### src/rtl/uart_apb_pkg.sv
// Shared definitions for the UART APB register path: FSM states, UART
// register map and default bus widths used by apb_initiator and its timer.
package uart_apb_pkg;

   localparam int unsigned APB_ADDR_W      = 8;
   localparam int unsigned APB_DATA_W      = 8;
   localparam int unsigned APB_TIMEOUT_CYC = 16;

   typedef enum logic [1:0] {
      IDLE   = 2'd0,
      SETUP  = 2'd1,
      ACCESS = 2'd2,
      RESP   = 2'd3
   } apb_state_e;

   // UART register slave address map
   localparam logic [7:0] UART_ADDR_BAUD    = 8'h00;
   localparam logic [7:0] UART_ADDR_TXDATA  = 8'h01;
   localparam logic [7:0] UART_ADDR_TXEN    = 8'h02;
   localparam logic [7:0] UART_ADDR_RXVALID = 8'h04;
   localparam logic [7:0] UART_ADDR_RXDATA  = 8'h05;

   // Width of a counter that must hold 0..n; never narrower than one bit
   function automatic int unsigned cnt_width(input int unsigned n);
      int unsigned w;
      w = $clog2(n + 1);
      return (w < 1) ? 1 : w;
   endfunction

endpackage

### src/rtl/apb_wait_timer.sv
// Wait-state timer for the APB ACCESS phase. clear_i zeroes the count,
// enable_i advances it (saturating), expired_o flags the last permitted
// ACCESS cycle. TIMEOUT_CYC = 0 disables expiry entirely.
module apb_wait_timer
   import uart_apb_pkg::*;
#(
   parameter int unsigned TIMEOUT_CYC = APB_TIMEOUT_CYC
) (
   input  logic clk,
   input  logic rst,
   input  logic clear_i,
   input  logic enable_i,
   output logic expired_o
);

   localparam int unsigned CW   = cnt_width(TIMEOUT_CYC);
   localparam int unsigned LASTI = (TIMEOUT_CYC == 0) ? 0 : TIMEOUT_CYC - 1;
   localparam logic [CW-1:0] LAST = CW'(LASTI);

   logic [CW-1:0] cnt_q, cnt_d;

   // next count: clear has priority, increment saturates at all-ones
   always_comb begin
      cnt_d = cnt_q;
      if (clear_i) begin
         cnt_d = '0;
      end else if (enable_i && (cnt_q != '1)) begin
         cnt_d = cnt_q + 1'b1;
      end
   end

   // count register with synchronous reset
   always_ff @(posedge clk) begin
      if (rst) begin
         cnt_q <= '0;
      end else begin
         cnt_q <= cnt_d;
      end
   end

   assign expired_o = (TIMEOUT_CYC != 0) && (cnt_q == LAST);

endmodule

### src/rtl/apb_initiator.sv
// APB3 initiator: converts a command/response handshake into one
// SETUP/ACCESS transfer at a time, with a bounded wait-state timeout.
// Optional macro APB_PSLVERR_EN adds the pslverr input and reports it
// through rsp_err; without it rsp_err signals only a timeout.
module apb_initiator
   import uart_apb_pkg::*;
#(
   parameter int unsigned ADDR_W      = APB_ADDR_W,
   parameter int unsigned DATA_W      = APB_DATA_W,
   parameter int unsigned TIMEOUT_CYC = APB_TIMEOUT_CYC
) (
   input  logic              clk,
   input  logic              rst,
   input  logic              cmd_valid,
   output logic              cmd_ready,
   input  logic              cmd_write,
   input  logic [ADDR_W-1:0] cmd_addr,
   input  logic [DATA_W-1:0] cmd_wdata,
   output logic              rsp_valid,
   input  logic              rsp_ready,
   output logic [DATA_W-1:0] rsp_rdata,
   output logic              rsp_err,
   output logic              psel,
   output logic              penable,
   output logic              pwrite,
   output logic [ADDR_W-1:0] paddr,
   output logic [DATA_W-1:0] pwdata,
   input  logic [DATA_W-1:0] prdata,
   input  logic              pready
`ifdef APB_PSLVERR_EN
   ,
   input  logic              pslverr
`endif
);

   apb_state_e        state_q, state_d;
   logic              psel_q, psel_d;
   logic              penable_q, penable_d;
   logic              pwrite_q, pwrite_d;
   logic [ADDR_W-1:0] paddr_q, paddr_d;
   logic [DATA_W-1:0] pwdata_q, pwdata_d;
   logic              rsp_valid_q, rsp_valid_d;
   logic [DATA_W-1:0] rsp_rdata_q, rsp_rdata_d;
   logic              rsp_err_q, rsp_err_d;
   logic              tmr_clear, tmr_enable, tmr_expired;

   apb_wait_timer #(
      .TIMEOUT_CYC(TIMEOUT_CYC)
   ) u_wait_timer (
      .clk      (clk),
      .rst      (rst),
      .clear_i  (tmr_clear),
      .enable_i (tmr_enable),
      .expired_o(tmr_expired)
   );

   // next-state and registered-output decode for the transfer FSM
   always_comb begin
      state_d     = state_q;
      psel_d      = psel_q;
      penable_d   = penable_q;
      pwrite_d    = pwrite_q;
      paddr_d     = paddr_q;
      pwdata_d    = pwdata_q;
      rsp_valid_d = rsp_valid_q;
      rsp_rdata_d = rsp_rdata_q;
      rsp_err_d   = rsp_err_q;
      tmr_clear   = 1'b0;
      tmr_enable  = 1'b0;
      unique case (state_q)
         IDLE: begin
            if (cmd_valid) begin
               pwrite_d = cmd_write;
               paddr_d  = cmd_addr;
               pwdata_d = cmd_wdata;
               psel_d   = 1'b1;
               state_d  = SETUP;
            end
         end
         SETUP: begin
            penable_d = 1'b1;
            tmr_clear = 1'b1;
            state_d   = ACCESS;
         end
         ACCESS: begin
            // pready is checked before expiry so a late ready still succeeds
            if (pready) begin
               psel_d      = 1'b0;
               penable_d   = 1'b0;
               rsp_rdata_d = pwrite_q ? '0 : prdata;
`ifdef APB_PSLVERR_EN
               rsp_err_d   = pslverr;
`else
               rsp_err_d   = 1'b0;
`endif
               rsp_valid_d = 1'b1;
               state_d     = RESP;
            end else if (tmr_expired) begin
               psel_d      = 1'b0;
               penable_d   = 1'b0;
               rsp_rdata_d = '0;
               rsp_err_d   = 1'b1;
               rsp_valid_d = 1'b1;
               state_d     = RESP;
            end else begin
               tmr_enable = 1'b1;
            end
         end
         RESP: begin
            if (rsp_ready) begin
               rsp_valid_d = 1'b0;
               state_d     = IDLE;
            end
         end
         default: begin
            state_d = IDLE;
         end
      endcase
   end

   // state and output registers, synchronous reset
   always_ff @(posedge clk) begin
      if (rst) begin
         state_q     <= IDLE;
         psel_q      <= 1'b0;
         penable_q   <= 1'b0;
         pwrite_q    <= 1'b0;
         paddr_q     <= '0;
         pwdata_q    <= '0;
         rsp_valid_q <= 1'b0;
         rsp_rdata_q <= '0;
         rsp_err_q   <= 1'b0;
      end else begin
         state_q     <= state_d;
         psel_q      <= psel_d;
         penable_q   <= penable_d;
         pwrite_q    <= pwrite_d;
         paddr_q     <= paddr_d;
         pwdata_q    <= pwdata_d;
         rsp_valid_q <= rsp_valid_d;
         rsp_rdata_q <= rsp_rdata_d;
         rsp_err_q   <= rsp_err_d;
      end
   end

   assign cmd_ready = (state_q == IDLE);
   assign psel      = psel_q;
   assign penable   = penable_q;
   assign pwrite    = pwrite_q;
   assign paddr     = paddr_q;
   assign pwdata    = pwdata_q;
   assign rsp_valid = rsp_valid_q;
   assign rsp_rdata = rsp_rdata_q;
   assign rsp_err   = rsp_err_q;

endmodule

### config.mk
export PLATFORM = sky130hd
export DESIGN_NAME = apb_initiator
export DESIGN_NICKNAME = d
export VERILOG_FILES = /design/src/rtl/uart_apb_pkg.sv /design/src/rtl/apb_wait_timer.sv /design/src/rtl/apb_initiator.sv
export SDC_FILE = /design/constraint.sdc
export NUM_CORES = 1
export LEC_CHECK = 0
export CORE_MARGIN = 2
export CORE_UTILIZATION = 45
export CTS_CLUSTER_SIZE = 12
export DETAILED_ROUTE_END_ITERATION = 8
export GPL_ROUTABILITY_DRIVEN = 0
export PLACE_DENSITY = 0.86
export SLEW_MARGIN = 20
export SYNTH_ARGS = -nofsm -noshare
export SYNTH_HDL_FRONTEND = slang
export SYNTH_HIERARCHICAL = 1
export SYNTH_SLANG_ARGS = --single-unit
### constraint.sdc
create_clock -name clk -period 6.2 [get_ports clk]
set_clock_uncertainty 0.2 [all_clocks]
set_input_delay 1.24 -clock clk [delete_from_list [all_inputs] [get_ports clk]]
set_output_delay 1.24 -clock clk [all_outputs]
set_load 0.05 [all_outputs]
Word level (Yosys, flattened, before mapping)
Cells that the tools add are included.
Widths: inputs -> output; s select.
{ "op_classes": {"addsub": 1, "eq_ne": 8, "n_mux": 22, "reduce_logical": 13} }
{ "ops": {"columns": ["operator", "count"], "rows": [
  ["$mux 8", 3],
  ["$mux 1", 11],
  ["$reduce_and 3->1", 3],
  ["$mux 2", 4],
  ["$pmux 2 s4", 1],
  ["$reduce_bool 2->1", 4],
  ["$pmux 1 s2", 3],
  ["$reduce_and 2->1", 3],
  ["$add 5x1->5 const B", 1],
  ["$eq 5x4->1 const B", 1],
  ["$ne 5x5->1 const B", 1],
  ["$eq 2x2->1 const B", 2],
  ["$ne 2x2->1 const B", 2],
  ["$ne 3x3->1 const B", 1],
  ["$eq 2x1->1 const B", 1],
  ["$logic_not 2->1", 1],
  ["$reduce_or 2->1", 1],
  ["$logic_and 1x1->1", 1]
]} }
{ "word_totals": {"register_bits": 36, "input_bits": 30, "wordCells": 54} }

Longest topological paths before layout
Gate-level depths: netlist (run 1).
{ "depth": {"ltp_word": 5, "mapped_depth": 7} }

Modules after synthesis
Netlist (run 1), hierarchy kept.
{ "by_module_without_submodules": {"columns": ["module", "instances", "cells_each", "area_each_um2", "seq_area_each_um2"], "rows": [
  ["apb_initiator", 1, 147, 1232.4, 620.6],
  ["apb_wait_timer", 1, 27, 254.0, 100.1]
]} }

Least setup slack after synthesis (run 1)
OpenSTA, ideal clock, no wires.
{ "synth_timing": {"path_type": "reg2out", "from": "register state_q[0]", "to": "output port cmd_ready", "t_arrival_ps": 911, "required_ps": 4760, "path_slack_ps": 3849, "path_stages_with_launch": 3, "n_path_buf": 0, "path_cell_list": "dfxtp_1 > inv_1 > ha_1"} }
{ "synth_between": {"elab_chain_cells": 1} }
{ "synth_lines": {"columns": ["element", "line_no", "source"], "rows": [
  ["start, declared", "apb_initiator.sv:36", "apb_state_e state_q, state_d;"],
  ["start signal, assigned", "apb_initiator.sv:134", "state_q <= state_d;"],
  ["$logic_not 2->1", "apb_initiator.sv:146", "assign cmd_ready = (state_q == IDLE);"],
  ["end, declared", "apb_initiator.sv:15", "output logic cmd_ready,"]
]} }
Every way passes these cells.

Final worst setup path (run 1)
{ "layout_timing": {"from": "register state_q[1]", "to": "output port cmd_ready"} }
Same word-level chain as after synthesis.

==> results.txt, run 1 <==
Clock tree synthesis found a total of 36 sinks. Setup total negative slack on the finished layout was measured at 0 ns. The logs give 5.11 mm for the wire length of the first global-routing pass and 1490 um^2 for the post-synthesis instance area. Once placement finished, the instance area stood at 2080 um^2. In this design, the stage delay of the slowest critical-path cell is 0.84 ns. From bottom edge to top edge, the die measures 61.5 um. STA classifies the critical path endpoint as an output port. The final count of hold timing violations is 0, and the total of flip-flops plus latches after synthesis is 36. Global routing used 18.6% of the available tracks across all layers. Post-CTS timing repair inserted 0 buffers for setup. After detailed placement, the design holds a cell count of 268. During placement, the flow inserted port buffers numbering 59. The placeable core area is 3100 um^2, and the mean routed wirelength per cell is 11.7 um.

The final-report max-slew violation count came out at 0. The site row count was 20; the slack of the critical path was 2.88 ns. The run gives 0 as the DRC violation count after routing. After layout, the worst path uses 53.5% of the clock period. For the max-slew headroom at the worst pin, the log shows 58.8%. For the worst setup path, the data required time is 4.76 ns. Number of different library cells in the post-synthesis netlist: 35. Yosys mapped a number of flops with a built-in enable equal to 0. Measured along the x axis, the die boundary spans 61.5 um. The mean area per synthesized cell is 8.54 um^2. Setup violations remaining at the end of the flow were counted as 0. IR analysis of the VDD net gives a maximum drop of 0.000194 V. In this run, CTS created clock tree buffers numbering 5. The run gives 699 um^2 as the area used by multi-input combinational logic. The type of the tightest min-delay check was flip-flop to flip-flop. The clock transition time at the flip-flop clock pins of the worst setup and hold paths works out to 0.11 ns.

The ratio of cells with drive above 1 in the final layout was 6.47%; the total vias in the final route was 1,329. The slowest library cell on the worst path was clkdlybuf4s50_1. The HPWL after detailed placement is 2.31 mm. The critical path startpoint category is a flip-flop. The floorplan step defined a die boundary enclosing 3780 um^2.

The clock network latency to the later pin of the worst-skew pair is 0.33 ns, and the worst slack at placement is 2.91 ns. Fill cells in the final layout number 274. The critical path goes through inv_1 > ha_1 > clkdlybuf4s50_1. Data on the critical path arrives at its endpoint at 1.88 ns. The first routing iteration left 40 violations. Setup repair after global routing left no endpoint under its margin.

The tools report the final antenna diode count as 0. The smallest clock period supported by the final layout is computed as 3.32 ns. The first TritonRoute pass finished after 4 iterations. Number of max-cap violations: 0. In this run the clock root is driven by a clkbuf_4. For this run, the leading register cell type out of synthesis is dfxtp_1. The via count of the first global-routing pass is 1,188. Counting every net in the synthesized netlist gives 211. Proportion of synthesized flip-flops having asynchronous set or reset: 0%.

The total grt overflow is 0, and the yosys synthesis warning count is 6. For this run, the top clock speed supported by timing is 302 MHz. The run finished with clean final reports. Summing all flip-flop and latch instances after layout gives 721 um^2.

The most common cell in the synthesized netlist is nand2_1. The static leakage was 0.773 nW. The routed via count divided by cell count came out at 4.82. The finished layout holds 276 standard cells, fillers aside. The count of nets left with antenna violations once routing finished came out at 0. The run gives 60 as the count of pins on the block boundary. Type of the setup path with the least slack: flip-flop to output port. The post-cts gate resize count came out at 0.

For the pin with the worst max-slew slack, the measured transition is 0.618 ns. In this run the worst path has a maximum fanout of 5. The area growth from synthesis to layout is 43.9%.

Power spread over the standard cell area amounts to 375 nW/um^2. TritonCTS built the clock tree. The number of buffers between clock root and the deepest sink is 2, and the post-synthesis sequential area ratio is 48.5%. Entering global routing, the biggest net connects 32 pins. Proportion of netlist area held by the largest area contributor: 48.5%. The tools report the layout net count as 268. The largest total area in the synthesized netlist belongs to dfxtp_1. Summing all non-filler instances in the final layout gives an area of 2140 um^2.

The number of standard cells after synthesis is 174, and the number of antenna violations at the first check in global routing is 0. The setup slack of the worst register-to-register path came out at 3.99 ns. Once the floorplan was initialized, standard cells occupied 47.9% of the core. After synthesis, the most frequently instantiated cells are nand2_1, dfxtp_1, a21oi_1. The logs give 0 for the quantity of hold-fixing buffers added after cts and 2 for the H-tree depth reported by CTS. Summed over all layers, the routed wires come to 3.22 mm. In the post-synthesis netlist, the biggest area contributors are dfxtp_1, nand2_1, a21oi_1, ha_1, nand3_1.
## per-layer routing
layer	global-route usage, %	share of wire, %	wire, um	up-vias
met2	29.6	48	1550	44
met1	22.7	44	1420	584
met3	6.30	6.7	216	4
met5	0	0	0	-
met4	8.51	1.1	34	0
li1	-	-	-	697
## power by group
group | total, W | internal (W) | switching (W)
clock network | 0.000131 | 0.0000555 | 0.0000754
logic | 0.000375 | 0.000136 | 0.000239
registers | 0.000295 | 0.000271 | 0.0000237
total | 0.000801 | 0.000463 | 0.000338
## cell families (layout without fill, tap and decap cells)
group | count (synthesis) | after routing | synth area share, %
adder cells (fa/ha/maj) | 7 | 7 | 5.89
AND/OR/NAND/NOR | 74 | 74 | 24.2
flip-flops | 36 | 36 | 48.5
buffers and inverters | 13 | 71 | 4.46
AO/OA/AOI/OAI | 42 | 42 | 15.8
XOR/XNOR | 2 | 2 | 1.18
## per-stage QoR
| stage | utilization (%) | hold WS (ns) | power, W |
|---|---|---|---|
| final | 68.9 | 0.259 | 0.000801 |
| after detailed placement | 67.1 | 0.243 | 0.000677 |
| after floorplan | - | 0.252 | 0.000572 |
| after global routing | 68.9 | 0.285 | 0.000855 |
| after CTS | 69.1 | 0.260 | 0.000809 |
| after global placement | 67.1 | 0.238 | 0.000673 |
## final cells by class
cell class / instances / share of cell area (%)
Clock buffer: 7 / 2.57
Sequential cell: 36 / 33.7
Clock inverter: 1 / 0.351
Tap cell: 44 / 2.57
Inverter: 4 / 0.702
Multi-Input combinational cell: 125 / 32.7
Timing Repair Buffer: 59 / 27.4
## worst max-delay path: cells and delay by family (launching register included)
kind / cells / cell delay (ns)
flip-flops: 1 / 0.36
adder cells (fa/ha/maj): 1 / 0.26
buffers and inverters: 2 / 0.93
## registers in the layout, summed over array words and instances, names as in the netlist
name and cells:
paddr 8, penable 1, psel 1, pwdata 8, pwrite 1, rsp_err 1
rsp_rdata 8, rsp_valid 1, state_q 2, u_wait_timer/cnt_q 5
## worst paths after layout
| kind | start | end | depth (start not counted) |
|---|---|---|---|
| min reg2reg | rsp_rdata[5] | rsp_rdata[5] | 2 |
| max reg2reg | u_wait_timer/cnt_q[0] | u_wait_timer/cnt_q[3] | 7 |
| min | rsp_rdata[5] | rsp_rdata[5] | 2 |
| max | state_q[1] | cmd_ready | 3 |
## cell usage in the layout (no fill, tap or decap), types with 2 or more instances in the layout
| cell | Yosys | layout |
|---|---|---|
| nand2_1 | 45 | 45 |
| nor2_1 | 4 | 4 |
| o21a_1 | 2 | 2 |
| dfxtp_1 | 36 | 36 |
| nand3_1 | 9 | 9 |
| inv_1 | 4 | 4 |
| clkdlybuf4s50_1 | 0 | 58 |
| ha_1 | 7 | 7 |
| a211oi_1 | 2 | 2 |
| nand2b_1 | 2 | 2 |
| a21oi_1 | 31 | 31 |
| o21ai_0 | 2 | 2 |
| clkbuf_4 | 0 | 5 |
| nor2b_1 | 3 | 3 |
Power figures use the tool's default switching activity.
==> run 2: changes to the inputs <==
- CORE_UTILIZATION: 45 -> 38
- PLACE_DENSITY: 0.86 -> 0.78
- clock period: 6.2 -> 2.9 ns (I/O delays scaled with it)
==> results.txt, run 2 (synthesized netlist as in run 1, its figures left out) <==
The tools report the category of the worst setup path capture point as an output port. The largest fanout of any net on the critical path is 5. For the via count of the first global-routing pass, the log shows 1,360. After routing the design area is 2180 um^2.

Type of the tightest min-delay check: flip-flop to flip-flop. The top cell types in the final layout, fill and taps aside, are clkdlybuf4s50_1, nand2_1, dfxtp_1. Excluding fillers, the count of instances in the completed layout stands at 281. The logs give 0 for the final count of hold timing violations and 0 for the number of failing setup endpoints in the final timing report. For this design the static power due to leakage is 0.792 nW. On the critical path, the stage with the largest delay is an instance of clkdlybuf4s50_1.

The area growth from synthesis to layout is 46.5%. The logs give 270 for the layout net count and 56.0% for the max-slew headroom at the worst pin. Dividing the detail-routed wire length by the instance count gives 12.2 um.

TritonCTS created 5 clock buffers. CTS placed an instance of clkbuf_8 at the clock tree root. Buffers placed on the I/O ports in this run total 59. STA puts the critical path data required time at 2.12 ns.

For the quantity of hold-fixing buffers added after cts, the log shows 0. The clock transition time at the flip-flop clock pins of the worst setup and hold paths was 0.06 ns. The core region is 3720 um^2. Based on the critical path, the design can be clocked at up to 387 MHz.

The start point of the worst hold path is rsp_rdata[1]. Dividing total power by cell area gives a power density of 814 nW/um^2. The routed via count divided by cell count was 4.84; the post-route antenna net violation count was 0. Across all layers, the routed design uses 1,360 vias. The floorplan step defined a die boundary enclosing 4430 um^2. Entering global routing, the biggest net connects 19 pins.

The floorplan has 22 rows. The tools report the number of antenna violations at the first check in global routing as 0. The die is 66.5 um tall.

The count of pins on the block boundary was 60; the post-route clock period utilization was 89.2%. The critical path is of the flip-flop to output port type. The worst setup path is launched from a flip-flop.

The number of buffers between clock root and the deepest sink is 2, and the largest vdd supply drop is 0.000619 V. For the worst setup path, the data arrival time is 1.81 ns. The tool flagged a number of max-cap violations equal to 0.

Clock latency on the worst-skew pair, taken at its later pin, is 0.28 ns. The cell family contributing the most delay on the critical path is buffers and inverters. The flow ran to the end, and the final reports show no timing, DRC or antenna violations. The most common library cell in the layout ignoring fill and taps is clkdlybuf4s50_1. The logs give 40.0% for the effective utilization at floorplan and 2.50 mm for the half-perimeter wire length of the detailed placement result. Counting every sink on the clock net gives 36. After clock tree synthesis, the repair step resized 0 gates. The highest cell delay on the worst timing path came out at 0.84 ns. The die width is 66.5 um, and the ratio of cells with drive above 1 in the final layout is 6.44%. Fill cells in the final layout number 336. The clock period could shrink to 2.59 ns. Setup repair after global routing left no endpoint under its margin. Summed over all layers, the global routing overflow is 0.

The first global-routing pass estimated 5.84 mm of wire. For the DRC violation count after routing, the log shows 0. Source of the critical timing path: state_q[0]. At the pin with the least slew margin, the transition time is 0.660 ns. The detailed router's first-iteration violation count is 95, and the number of placed cells counting well taps is 274. The overall routing resource usage came out at 17.1%. Traced cell by cell, the critical path runs through inv_1 > ha_1 > clkdlybuf4s50_1. TritonCTS built the clock tree.

The final-report max-slew violation count was 0; the H-tree depth reported by CTS was 2. Summed over all layers, the routed wires come to 3.43 mm. The number of antenna diodes in the final layout is 0.

The beginning of the worst register-to-register path was u_wait_timer/cnt_q[0]. The aggregate negative setup slack came out at 0 ns. Post-CTS timing repair inserted 0 buffers for setup.

The placed instances occupy a cell area of 2100 um^2. The pre-antenna-repair detailed-routing pass consisted of 4 iterations. Together, buffers and inverters on the worst path number 2.
## run 2: changes by cell type in the layout (fill, tap and decap cells not counted)
cell             previous run  this run
buf_2                       1         0
clkbuf_4                    5         0
clkinv_2                    0         1
clkdlybuf4s50_1            58        59
clkbuf_8                    1         5
clkinvlp_4                  1         0
buf_4                       0         2
## run 2: metal layers
metal	vias to the layer above	GRT usage (%)	routed length, um
li1	696	-	-
met1	604	20.0	1480
met2	53	28.5	1610
met3	7	6.25	289
met4	0	6.63	50
met5	-	0	0
## run 2: area by class of cell
type / instances / area (um^2) / area share (%)
Sequential cell: 36 / 721 / 33.1
Multi-Input combinational cell: 125 / 699 / 32.1
Timing Repair Buffer: 61 / 606 / 27.8
Clock buffer: 6 / 72.6 / 3.33
Tap cell: 48 / 60.1 / 2.76
Inverter: 4 / 15.0 / 0.689
Clock inverter: 1 / 5.00 / 0.230
## run 2: final timing paths
path	to	slack (ns)	depth (start not counted)
worst max-delay path	cmd_ready	0.31	3
worst min-delay path	rsp_rdata[1]	0.25	2
worst max register to register	u_wait_timer/cnt_q[3]	0.70	7
worst min register to register	rsp_rdata[1]	0.25	2
## run 2: worst reg2reg max path, cell delays in order (launching register included)
cell	delay [ns]
dfxtp_1	0.34
ha_1	0.21
and3_1	0.20
ha_1	0.25
nor3b_4	0.36
nand2b_4	0.08
or3_1	0.34
a21oi_1	0.14
## run 2: through the flow
stage / utilization, % / power (W) / setup slack (ns) / hold slack (ns)
final: 58.6 / 0.00177 / 0.314 / 0.252
after global routing: 58.6 / 0.00189 / 0.238 / 0.265
after global placement: 56.5 / 0.00145 / 0.579 / 0.238
after CTS: 58.6 / 0.00180 / 0.308 / 0.256
after detailed placement: 56.5 / 0.00146 / 0.534 / 0.247
after floorplan: - / 0.00122 / 0.850 / 0.252
## run 2: power by group
| group | internal, W | total [W] | switching, W |
|---|---|---|---|
| logic | 0.000295 | 0.000817 | 0.000522 |
| registers | 0.000580 | 0.000629 | 0.0000486 |
| clock network | 0.000163 | 0.000326 | 0.000163 |
